<file path="src/rtl/servo_pwm_decoder.sv">
// Servo PWM receive decoder: measures pulse width and frame period
// in microsecond ticks and reports position, strobes and link health.
module servo_pwm_decoder #(
  parameter int TICK_DIV    = 100,
  parameter int PW_MIN_US   = 500,
  parameter int PW_MAX_US   = 2500,
  parameter int PERIOD_US   = 20000,
  parameter int PERIOD_TOL  = 2000,
  parameter int LOCK_FRAMES = 3
) (
  input  logic        CLK,
  input  logic        RST,
  input  logic        PWM_IN,
  output logic [15:0] PULSE_US,
  output logic [11:0] POSITION,
  output logic        FRAME_VALID,
  output logic        FRAME_ERR,
  output logic        TIMEOUT,
  output logic        LOCKED
);

  localparam int PW = $clog2(TICK_DIV);
  localparam logic [PW-1:0] PRE_LAST = PW'(TICK_DIV - 1);
  localparam logic [15:0] W_MIN  = 16'(PW_MIN_US);
  localparam logic [15:0] W_MAX  = 16'(PW_MAX_US);
  localparam logic [15:0] PER_LO = 16'(PERIOD_US - PERIOD_TOL);
  localparam logic [15:0] PER_HI = 16'(PERIOD_US + PERIOD_TOL);
  localparam logic [2:0]  LOCK_N = 3'(LOCK_FRAMES);

  typedef enum logic [1:0] {
    S_WAIT,
    S_HIGH,
    S_LOW
  } state_t;

  state_t        state;
  logic          sync1;
  logic          sync2;
  logic          sync3;
  logic          rise_q;
  logic          fall_q;
  logic [PW-1:0] presc;
  logic          tick;
  logic [15:0]   hi_cnt;
  logic [15:0]   per_cnt;
  logic [15:0]   hi_next;
  logic [15:0]   per_next;
  logic [15:0]   width_q;
  logic [2:0]    good_cnt;
  logic [2:0]    good_next;
  logic          width_ok;
  logic          period_ok;
  logic          over;

  // Two-flop synchroniser plus one history flop; left unreset so a
  // reset taken mid-pulse does not fabricate an edge afterwards.
  always_ff @(posedge CLK) begin
    sync1 <= PWM_IN;
    sync2 <= sync1;
    sync3 <= sync2;
  end

  // Registered edge strobes; both edges see the same delay.
  always_ff @(posedge CLK) begin
    if (RST) begin
      rise_q <= 1'b0;
      fall_q <= 1'b0;
    end else begin
      rise_q <= sync2 & ~sync3;
      fall_q <= ~sync2 & sync3;
    end
  end

  // Microsecond prescaler, realigned to every rising edge.
  always_ff @(posedge CLK) begin
    if (RST || rise_q) begin
      presc <= '0;
    end else if (presc == PRE_LAST) begin
      presc <= '0;
    end else begin
      presc <= presc + 1'b1;
    end
  end

  assign tick = (presc == PRE_LAST);

  // Next counter values include the tick of the current cycle so the
  // edge cycle itself is counted: width = floor(cycles/TICK_DIV).
  always_comb begin
    hi_next  = hi_cnt;
    per_next = per_cnt;
    if (hi_cnt != 16'hFFFF) begin
      hi_next = hi_cnt + 16'(tick);
    end
    if (per_cnt != 16'hFFFF) begin
      per_next = per_cnt + 16'(tick);
    end
  end

  assign width_ok  = (width_q >= W_MIN) && (width_q <= W_MAX);
  assign period_ok = (per_next >= PER_LO) && (per_next <= PER_HI);
  assign over      = (per_cnt > PER_HI);
  assign good_next = (good_cnt >= LOCK_N) ? LOCK_N : good_cnt + 3'd1;

  // Frame FSM with registered results, strobes and health flags.
  always_ff @(posedge CLK) begin
    if (RST) begin
      state       <= S_WAIT;
      hi_cnt      <= '0;
      per_cnt     <= '0;
      width_q     <= '0;
      good_cnt    <= '0;
      PULSE_US    <= '0;
      POSITION    <= '0;
      FRAME_VALID <= 1'b0;
      FRAME_ERR   <= 1'b0;
      TIMEOUT     <= 1'b0;
      LOCKED      <= 1'b0;
    end else begin
      FRAME_VALID <= 1'b0;
      FRAME_ERR   <= 1'b0;
      unique case (state)
        S_WAIT: begin
          if (rise_q) begin
            hi_cnt  <= '0;
            per_cnt <= '0;
            TIMEOUT <= 1'b0;
            state   <= S_HIGH;
          end
        end
        S_HIGH: begin
          if (over) begin
            TIMEOUT  <= 1'b1;
            LOCKED   <= 1'b0;
            good_cnt <= '0;
            state    <= S_WAIT;
          end else begin
            hi_cnt  <= hi_next;
            per_cnt <= per_next;
            if (fall_q) begin
              width_q <= hi_next;
              state   <= S_LOW;
            end
          end
        end
        S_LOW: begin
          if (over) begin
            TIMEOUT  <= 1'b1;
            LOCKED   <= 1'b0;
            good_cnt <= '0;
            state    <= S_WAIT;
          end else if (rise_q) begin
            if (width_ok && period_ok) begin
              PULSE_US    <= width_q;
              POSITION    <= 12'(width_q - W_MIN);
              FRAME_VALID <= 1'b1;
              good_cnt    <= good_next;
              LOCKED      <= (good_next == LOCK_N);
            end else begin
              FRAME_ERR <= 1'b1;
              good_cnt  <= '0;
              LOCKED    <= 1'b0;
            end
            hi_cnt  <= '0;
            per_cnt <= '0;
            state   <= S_HIGH;
          end else begin
            per_cnt <= per_next;
          end
        end
        default: begin
          state <= S_WAIT;
        end
      endcase
    end
  end

endmodule
</file>
<file path="config.mk">
export PLATFORM = sky130hd
export DESIGN_NAME = servo_pwm_decoder
export DESIGN_NICKNAME = d
export VERILOG_FILES = /design/src/rtl/servo_pwm_decoder.sv
export SDC_FILE = /design/constraint.sdc
export NUM_CORES = 1
export LEC_CHECK = 0
export ABC_AREA = 1
export CORE_MARGIN = 8
export CORE_UTILIZATION = 30
export CTS_CLUSTER_DIAMETER = 40
export CTS_CLUSTER_SIZE = 8
export DETAILED_ROUTE_END_ITERATION = 8
export PLACE_DENSITY = 0.47
export SYNTH_ARGS = -nofsm -noshare
export SYNTH_HDL_FRONTEND = slang
export SYNTH_SLANG_ARGS = --single-unit
</file>
<file path="constraint.sdc">
create_clock -name CLK -period 2.5 [get_ports CLK]
set_input_delay 0.25 -clock CLK [delete_from_list [all_inputs] [get_ports CLK]]
set_output_delay 0.25 -clock CLK [all_outputs]
set_load 0.1 [all_outputs]
</file>
# Word level (Yosys, flattened, before mapping)
# Index checks and enable logic that the tools add are counted.
# classes
n_addsub	5
bitwise_logic	7
n_reduce_logical	17
muxes	32
n_eq_ne	13
magnitude_cmp	6
# ops
operator	count
16-bit two-way mux	9
16-bit case mux with 3 select lines	2
16-bit by 1-bit adder with 16-bit output	2
16-bit inequality test (second input constant)	2
16-bit by 15-bit greater-or-equal comparator with 1-bit output (second input constant)	1
16-bit by 9-bit greater-or-equal comparator with 1-bit output (second input constant)	1
16-bit by 15-bit > comparator with 1-bit output (second input constant)	1
16-bit by 12-bit less-or-equal comparator with 1-bit output (second input constant)	1
16-bit by 15-bit less-or-equal comparator with 1-bit output (second input constant)	1
3-bit two-way mux	5
3-bit AND reduction	4
12-bit by 9-bit subtractor with 12-bit output (second input constant)	1
1-bit two-way mux	8
2-bit two-way mux	4
2-bit inequality test (second input constant)	4
4-bit AND reduction	2
7-bit by 1-bit adder with 7-bit output (second input constant)	1
7-bit equality test (second input constant)	1
3-bit inequality test (second input constant)	2
2-bit case mux with 3 select lines	1
3-bit case mux with 2 select lines	1
1-bit inverter	5
1-bit case mux with 2 select lines	2
2-bit nonzero test	2
13 further kinds	17
# totals
wordCells	97
inputBits	3
out_inout_bits	32
regBits	97

# Logic depth before layout (Yosys ltp)
# Gate-level depths: netlist (run 1).
# depth
word_depth	10
depth_mapped	21

# Worst setup path after synthesis (run 1)
# OpenSTA, ideal clock, no wires.
# synth_path
kind	register to register
start	register presc[0]
end	register PULSE_US[4]
path_buffers	2
setup_ns	0.114
period_less_slack_ns	2.773
setup_slack_ns	-0.273
arrival_time_ns	2.659
path_stages_with_launch	18
cell_sequence	dfxtp_1 > ha_1 > nand4_1 > nor3_1 > ha_1 > nand2_2 > nor2_2 > nand4_1 > nand2_1 > nand2_1 > nor2_1 > nand3_1 > a21oi_4 > nand3_2 > buf_6 > buf_4 > nor2_1 > nor2_2
# synth_via
elab_chain_cells	7
elab_cells_between_ends	8
classes_between	add/sub: 1; order compare: 2; eq/ne: 1; mux: 1; reduce/logical: 3
# synth_lines
element	line_no	rtl
from (decl)	42	logic [PW-1:0] presc;
from (signal assigned)	81	presc <= presc + 1'b1;
7-bit equality test (*)	85	assign tick = (presc == PRE_LAST);
16-bit by 1-bit adder with 16-bit output (*)	96	per_next = per_cnt + 16'(tick);
16-bit two-way mux (*)	95	if (per_cnt != 16'hFFFF) begin
16-bit by 15-bit greater-or-equal comparator with 1-bit output / 16-bit by 15-bit less-or-equal comparator with 1-bit output (equally long branches)	101	assign period_ok = (per_next >= PER_LO) && (per_next <= PER_HI);
1-bit logical AND (*)	101	
1-bit logical AND (*)	153	if (width_ok && period_ok) begin
4-bit AND reduction (no source line) (*)	-	
to (signal assigned)	154	PULSE_US <= width_q;
to (decl)	14	output logic [15:0] PULSE_US,
# Every way passes the cells marked *; elsewhere a longest branch is shown, timed or not.
# A chain may end at the register's enable or synchronous reset.

# Final worst setup path (run 1)
# layout_path
start	register presc[0]
end	register POSITION[5]
# layout_via
elab_chain_cells	7
elab_cells_between_ends	8
classes_between	add/sub: 1; order compare: 2; eq/ne: 1; mux: 1; reduce/logical: 3
# layout_lines
element	line_no	rtl
7-bit equality test (*)	85	
16-bit by 1-bit adder with 16-bit output (*)	96	
16-bit two-way mux (*)	95	
16-bit by 15-bit greater-or-equal comparator with 1-bit output / 16-bit by 15-bit less-or-equal comparator with 1-bit output (equally long branches)	101	
1-bit logical AND (*)	101	
1-bit logical AND (*)	153	
4-bit AND reduction (no source line) (*)	-	
to (signal assigned)	155	POSITION <= 12'(width_q - W_MIN);
to (decl)	15	output logic [11:0] POSITION,
# Marks and branches as above.

==> results of run 1 <==
-- power breakdown --
group / switching (mW) / internal [mW] / leakage, nW
clock network: 0.624 / 0.814 / 0.148
registers: 0.0676 / 1.56 / 0.771
logic: 0.249 / 0.157 / 2.05
total: 0.940 / 2.54 / 2.97
-- worst reg2reg max path, stage by stage (launching register included) --
cell and delay [ns]:
dfxtp_2 0.35, ha_4 0.13, nand4_1 0.08, nor3_2 0.21
buf_4 0.16, ha_4 0.14, nand2_4 0.07, nor2_4 0.19
nand2_2 0.09, nand2_1 0.07, nand2_1 0.06, nand2_2 0.09
nand2_2 0.07, nand2_2 0.07, nand3_2 0.09, a21oi_4 0.20
nand3_4 0.10, buf_12 0.17, buf_16 0.16, nor2_1 0.11
nor2_1 0.05
-- layout make-up --
type | count | area, µm²
clock buffers | 11 | 243
clock inverters | 5 | 66.3
fillers | 1809 | 10300
inverters | 92 | 345
multi-input cells | 545 | 3210
flip-flops and latches | 95 | 1900
well taps | 225 | 282
repair buffers | 101 | 863
-- cell usage in the layout, fill, tap and decap left out, drive strengths merged, types with 8 or more instances in the layout --
master and instances:
buf 99, nand4 18, dfxtp 95, nand3 40, clkbuf 11, a21oi 52, ha 13, a211oi 8
o21ai 41, inv 90, nand2 184, xor2 19, a22oi 8, nor2 125
-- per-layer routing --
layer | GRT usage | part of all wire
met5 | 0 | 0
met2 | 0.203 | 0.44
met1 | 0.173 | 0.50
met4 | 0.0505 | 0.024
met3 | 0.0252 | 0.033
-- cells by family (layout without fill, tap and decap cells) --
logic type,count (synthesis),count (layout),synth area share
compound gates,118,118,0.126
flops,95,95,0.362
fa+ha+maj,13,13,0.0310
simple gates,389,389,0.346
xor+xnor,25,25,0.0417
buf+inv,117,209,0.0930
-- per-stage QoR --
step	TNS (ns)	cell area, µm²	utilization
5_1_grt	-10.34	6910	0.402
3_5_place_dp	-5.79	6080	0.354
6_report	-5.97	6910	0.402
2_1_floorplan	-1.18	5340	-
3_3_place_gp	-4.44	6080	0.354
4_1_cts	-6.00	6680	0.389
-- sequential cells by signal (all words and copies together) (netlist names), 2 cells and up --
signal,count
presc,7
good_cnt,3
POSITION,10
PULSE_US,16
width_q,16
per_cnt,16
hi_cnt,16
state,2
-- worst min path at each step --
stage,start,end,cells past startpoint
final,sync1,sync2,0
after global routing,sync1,sync2,0
after CTS,sync1,sync2,0
after detailed placement,sync1,sync2,0
after global placement,sync1,sync2,0
after floorplan,PWM_IN,sync1,0
-- repair_timing --
action	4_1_cts	5_1_grt
buffers inserted	8	12
gates cloned	3	0
endpoints found under the setup margin	31	53
hold buffers	0	0
resized for setup	37	39
pin swaps	12	31
==> metrics.csv, run 1 <==
stage;metric;value;unit
status;status;complete, but fails checks;
status;failing checks;setup timing;
pwr;worst vdd ir;0.307;mV
clock_network;clock latency on the worst-skew pair;0.35;ns
sta;final setup vio count;32;
sta;max-slew headroom at the worst pin;0.686;
placement;Inst Count DP;1036;
sta;hold_ws;0.331;ns
setup_path;crit path to;POSITION[5];
placement;IO buf count;34;
pwr;Final Total Pwr;3.48;mW
synthesis;flops & latches, synth;95;
floorplan;Chip Width;148;µm
clock_network;CTS tree;built;
global_routing;vias in the first global route;4850;
synthesis;post-synthesis sequential area ratio;0.362;
synthesis;Yosys cell types;40;
synthesis;commonest cells in the synthesized netlist;nand2_1, nor2_1, dfxtp_1;
synthesis;number of synthesized flops with an enable pin;0;
synthesis;count of warnings emitted by yosys;0;
floorplan;IO Pins;35;
floorplan;row count;48;
sta;Fin. Hold Viols;0;
sta;fin crit share;1.10;
min_path;Hold Crit Class;flop to flop;
synthesis;Post-Synthesis Cells;757;
setup_path;Critical Path RT;2.75;ns
setup_path;Setup crit end kind;flop;
synthesis;Synth top area share;0.362;
placement;Post-DP HPWL;10200;µm
clock_network;CTS max path bufs;2;
global_routing;GRT Total Usage;0.130;
synthesis;largest cells by area after synthesis;dfxtp_1, nand2_1, nor2_1, inv_1, a21oi_1;
route;DRT iter0 DRCs;375;
sta;min cycle time layout;2.75;ns
global_routing;antenna violations before repair;0;
sta;skew final;0.00886;ns
clock_network;htree depth;3;
route;Routed WL;14100;µm
layout;post-route insts no fill;1074;
setup_path;WP data arrival;3.00;ns
synthesis;largest area contributor in the netlist;dfxtp_1;
setup_path;CP Max Fanout;12;
placement;pre-CTS setup slack;-0.246;ns
setup_path;top cell family by delay on the critical path;simple AND/OR/NAND/NOR gates;
clock_network;CTS root buffer;clkbuf_16;
synthesis;Post-Syn Area;5250;µm²
layout;area delta synth->final;31.7;%
floorplan;core area;17200;µm²
floorplan;Die Ht;148;µm
setup_path;max incr delay on CP;0.35;ns
setup_path;Critical Path Start;presc[0];
clock_network;Worst-path clk slew;0.07;ns
global_routing;pin count of the biggest net entering global routing;33;
sta;final slew viol count;0;
flow_run;maxcap violations;0;
route;# DRC;0;
synthesis;Most used DFF post-synth;dfxtp_1;
sta;fin worst setup slack;-0.254;ns
setup_path;Worst Path Buf+Inv;3;
floorplan;DIE AREA;22000;µm²
setup_path;worst-path cell chain;ha_4, nand4_1, nor3_2, buf_4, ha_4, nand2_4, nor2_4, nand2_2, nand2_1, nand2_1, nand2_2, nand2_2, nand2_2, nand3_2, a21oi_4, nand3_4, buf_12, buf_16, nor2_1, nor2_1;
floorplan;initial core utilization;0.306;
global_routing;first-pass GRT wire length;23600;µm
setup_path;reg2reg start;presc[0];
sta;Worst-Margin Slew;0.468;ns
sta;Max Freq;363;MHz
pwr;LEAKAGE;2.97;nW
route;Via density;4.64;
synthesis;ys async rst share;0;
setup_path;Slowest cell on crit path;dfxtp_2;
layout;Nets;860;
setup_path;reg2reg end;POSITION[5];
route;routed len/inst;13.1;µm
route;drt pass-1 iters;5;
setup_path;R2R cell count;20;
layout;share of layout cells above drive strength 1;0.289;
sta;RSZ-0062 raised after global routing;yes;
setup_path;Setup Crit Path Kind;flop to flop;
synthesis;top-count cell post-synth;nand2_1;
pwr;Cell Pwr Density;503;nW/µm²
setup_path;critical path depth in cells;20;
route;antenna-violating nets left;0;
clock_network;Sink Count;95;
synthesis;syn avg cell area;6.93;µm²
clock_network;CTS Buf Count;9;
placement;final RePlAce weighted congestion;0.848;
route;Via Count;4982;
setup_path;most frequent CP cell;nand2_2;
layout;antenna cells;0;
setup_path;CP startpoint kind;flop;
setup_path;Reg2Reg Setup Slack;-0.25;ns
synthesis;Post-Syn Nets;773;
global_routing;Remaining Overflow, GRT;0;
Power figures use the tool's default switching activity.
==> inputs of run 2 (changes only) <==
--- a/config.mk
+++ b/config.mk
@@ -11,7 +11,9 @@
 export CTS_CLUSTER_DIAMETER = 40
 export CTS_CLUSTER_SIZE = 8
 export DETAILED_ROUTE_END_ITERATION = 8
-export PLACE_DENSITY = 0.47
+export HOLD_SLACK_MARGIN = 0.12
+export PLACE_DENSITY = 0.45
+export RECOVER_POWER = 25
 export SYNTH_ARGS = -nofsm -noshare
 export SYNTH_HDL_FRONTEND = slang
 export SYNTH_SLANG_ARGS = --single-unit
==> metrics.csv, run 2 (synthesized netlist as in run 1, its figures left out) <==
stage;metric;value;unit
setup_path;CP startpoint kind;flop;
min_path;Hold Crit Class;flop to flop;
setup_path;R2R cell count;16;
sta;min cycle time layout;2.71;ns
floorplan;Die Ht;148;µm
sta;Worst-Margin Slew;1.65;ns
setup_path;Worst Path Buf+Inv;1;
sta;RSZ-0062 raised after global routing;yes;
floorplan;initial core utilization;0.306;
sta;fin worst setup slack;-0.207;ns
placement;placed cell area;6090;µm²
setup_path;Setup crit end kind;flop;
pwr;Sw Ratio;0.278;
clock_network;CTS max path bufs;2;
layout;final instance area;6500;µm²
clock_network;CTS Hold Bufs;0;
sta;max-slew headroom at the worst pin;-0.0987;
global_routing;Remaining Overflow, GRT;0;
route;antenna-violating nets left;0;
route;Via Count;4863;
route;drt pass-1 iters;4;
global_routing;antenna violations before repair;0;
sta;fin crit share;1.08;
setup_path;Setup Crit Path Kind;flop to flop;
layout;most frequent cells in the layout;nand2_1, nor2_1, dfxtp_1;
layout;share of layout cells above drive strength 1;0.220;
setup_path;Critical Path RT;2.74;ns
layout;Nets;850;
placement;Post-DP HPWL;10700;µm
sta;skew final;0.00929;ns
layout;antenna cells;0;
clock_network;Sink Count;95;
global_routing;vias in the first global route;4747;
flow_run;maxcap violations;1;
setup_path;worst-path cell chain;ha_4, nand4_1, nor3_4, ha_2, nand2_2, nor2_4, nand4_1, nand2_1, nand2_2, nor2_2, nand3_2, a21oi_4, nand3_4, buf_16, nor2_1, nor2_1;
floorplan;Chip Width;148;µm
route;DRT iter0 DRCs;291;
setup_path;top cell family by delay on the critical path;simple AND/OR/NAND/NOR gates;
sta;Max Freq;369;MHz
pwr;Final Total Pwr;3.35;mW
route;routed len/inst;13.4;µm
pwr;Int Pwr;2.42;mW
status;status;complete, but fails checks;
layout;most common cell after layout, fill and taps aside;nand2_1;
sta;TNS Setup;-5.03;ns
global_routing;first-pass GRT wire length;23600;µm
min_path;Hold Crit Depth;0;
layout;area delta synth->final;23.8;%
sta;Fin. Hold Viols;0;
route;Routed WL;14300;µm
route;Via density;4.57;
setup_path;critical path depth in cells;16;
floorplan;DIE AREA;22000;µm²
pwr;Cell Pwr Density;515;nW/µm²
pwr;LEAKAGE;2.80;nW
sta;final slew viol count;33;
global_routing;GRT Total Usage;0.132;
clock_network;CTS root buffer;clkbuf_16;
setup_path;Slowest cell on crit path;dfxtp_2;
sta;final setup vio count;31;
floorplan;IO Pins;35;
sta;hold_ws;0.335;ns
pwr;worst vdd ir;0.335;mV
route;# DRC;0;
clock_network;Worst-path clk slew;0.07;ns
global_routing;pin count of the biggest net entering global routing;33;
setup_path;CP Max Fanout;16;
clock_network;CTS Buf Count;9;
pwr;Clk network pwr share;0.399;
placement;pre-CTS setup slack;-0.312;ns
placement;final RePlAce weighted congestion;0.863;
pwr;Comb power frac;0.115;
clock_network;CTS tree;built;
placement;IO buf count;34;
setup_path;max incr delay on CP;0.35;ns
pwr;sequential share of power;0.486;
clock_network;htree depth;3;
clock_network;clock latency on the worst-skew pair;0.35;ns
floorplan;core area;17200;µm²
pwr;switching pwr;0.930;mW
setup_path;WP data arrival;2.94;ns
status;failing checks;capacitance limit, slew limit, setup timing;
floorplan;row count;48;
## run 2: cell types whose count changed in the layout (fill, tap and decap cells not counted), sizes merged, moves of 2 or more
cell | before | now
clkbuf | 11 | 30
clkdlybuf4s50 | 2 | 0
inv | 90 | 92
dlygate4sd3 | 0 | 2
buf | 99 | 69
## run 2: timing repair
action                     4_1_cts  5_1_grt
resized for setup               11       11
buffers inserted                 4        4
setup endpoints to repair       33       43
pin swaps                        6        2
cloned                           1        1
## run 2: per-stage QoR
stage	cells	utilization
floorplan	757	-
global placement	1038	0.355
detailed placement	1038	0.355
CTS	1058	0.377
global route	1063	0.378
finish	1063	0.378
## run 2: layout make-up
cell class | count | area, µm²
inverters | 92 | 345
clock inverters | 5 | 40.0
fillers | 1878 | 10700
repair buffers | 91 | 674
flip-flops and latches | 95 | 1900
clock buffers | 10 | 239
well taps | 225 | 282
multi-input cells | 545 | 3010
## run 2: worst register-to-register path: cells and delay by family, from the launching register on
kind	cells	cell delay, ns
AOI/OAI and AO/OA	1	0.19
adders and majority gates	2	0.39
buffers and inverters	1	0.23
DFF	1	0.35
and+or+nand+nor	12	1.44
## run 2: power by group through the flow
| stage | registers (mW) | logic, mW | clock network, mW |
|---|---|---|---|
| finish | 1.63 | 0.385 | 1.34 |
| floorplan | 1.65 | 0.248 | 0 |
| CTS | 1.62 | 0.389 | 1.40 |
| global placement | 1.66 | 0.381 | 0 |
| global route | 1.64 | 0.438 | 1.45 |
| detailed placement | 1.66 | 0.379 | 0 |
## run 2: path summary, 6_finish.rpt
check	to	slack, ns	startpoint
worst max-delay path	POSITION[11]	-0.21	presc[1]
worst min-delay path	sync2	0.34	sync1
worst max register to register	POSITION[11]	-0.21	presc[1]
worst min register to register	sync2	0.34	sync1
## run 2: routing by layer
metal  wire length, µm  GRT usage
met1              7120      0.175
met2              6420      0.211
met3               558     0.0249
met4               186     0.0439
met5                 0          0
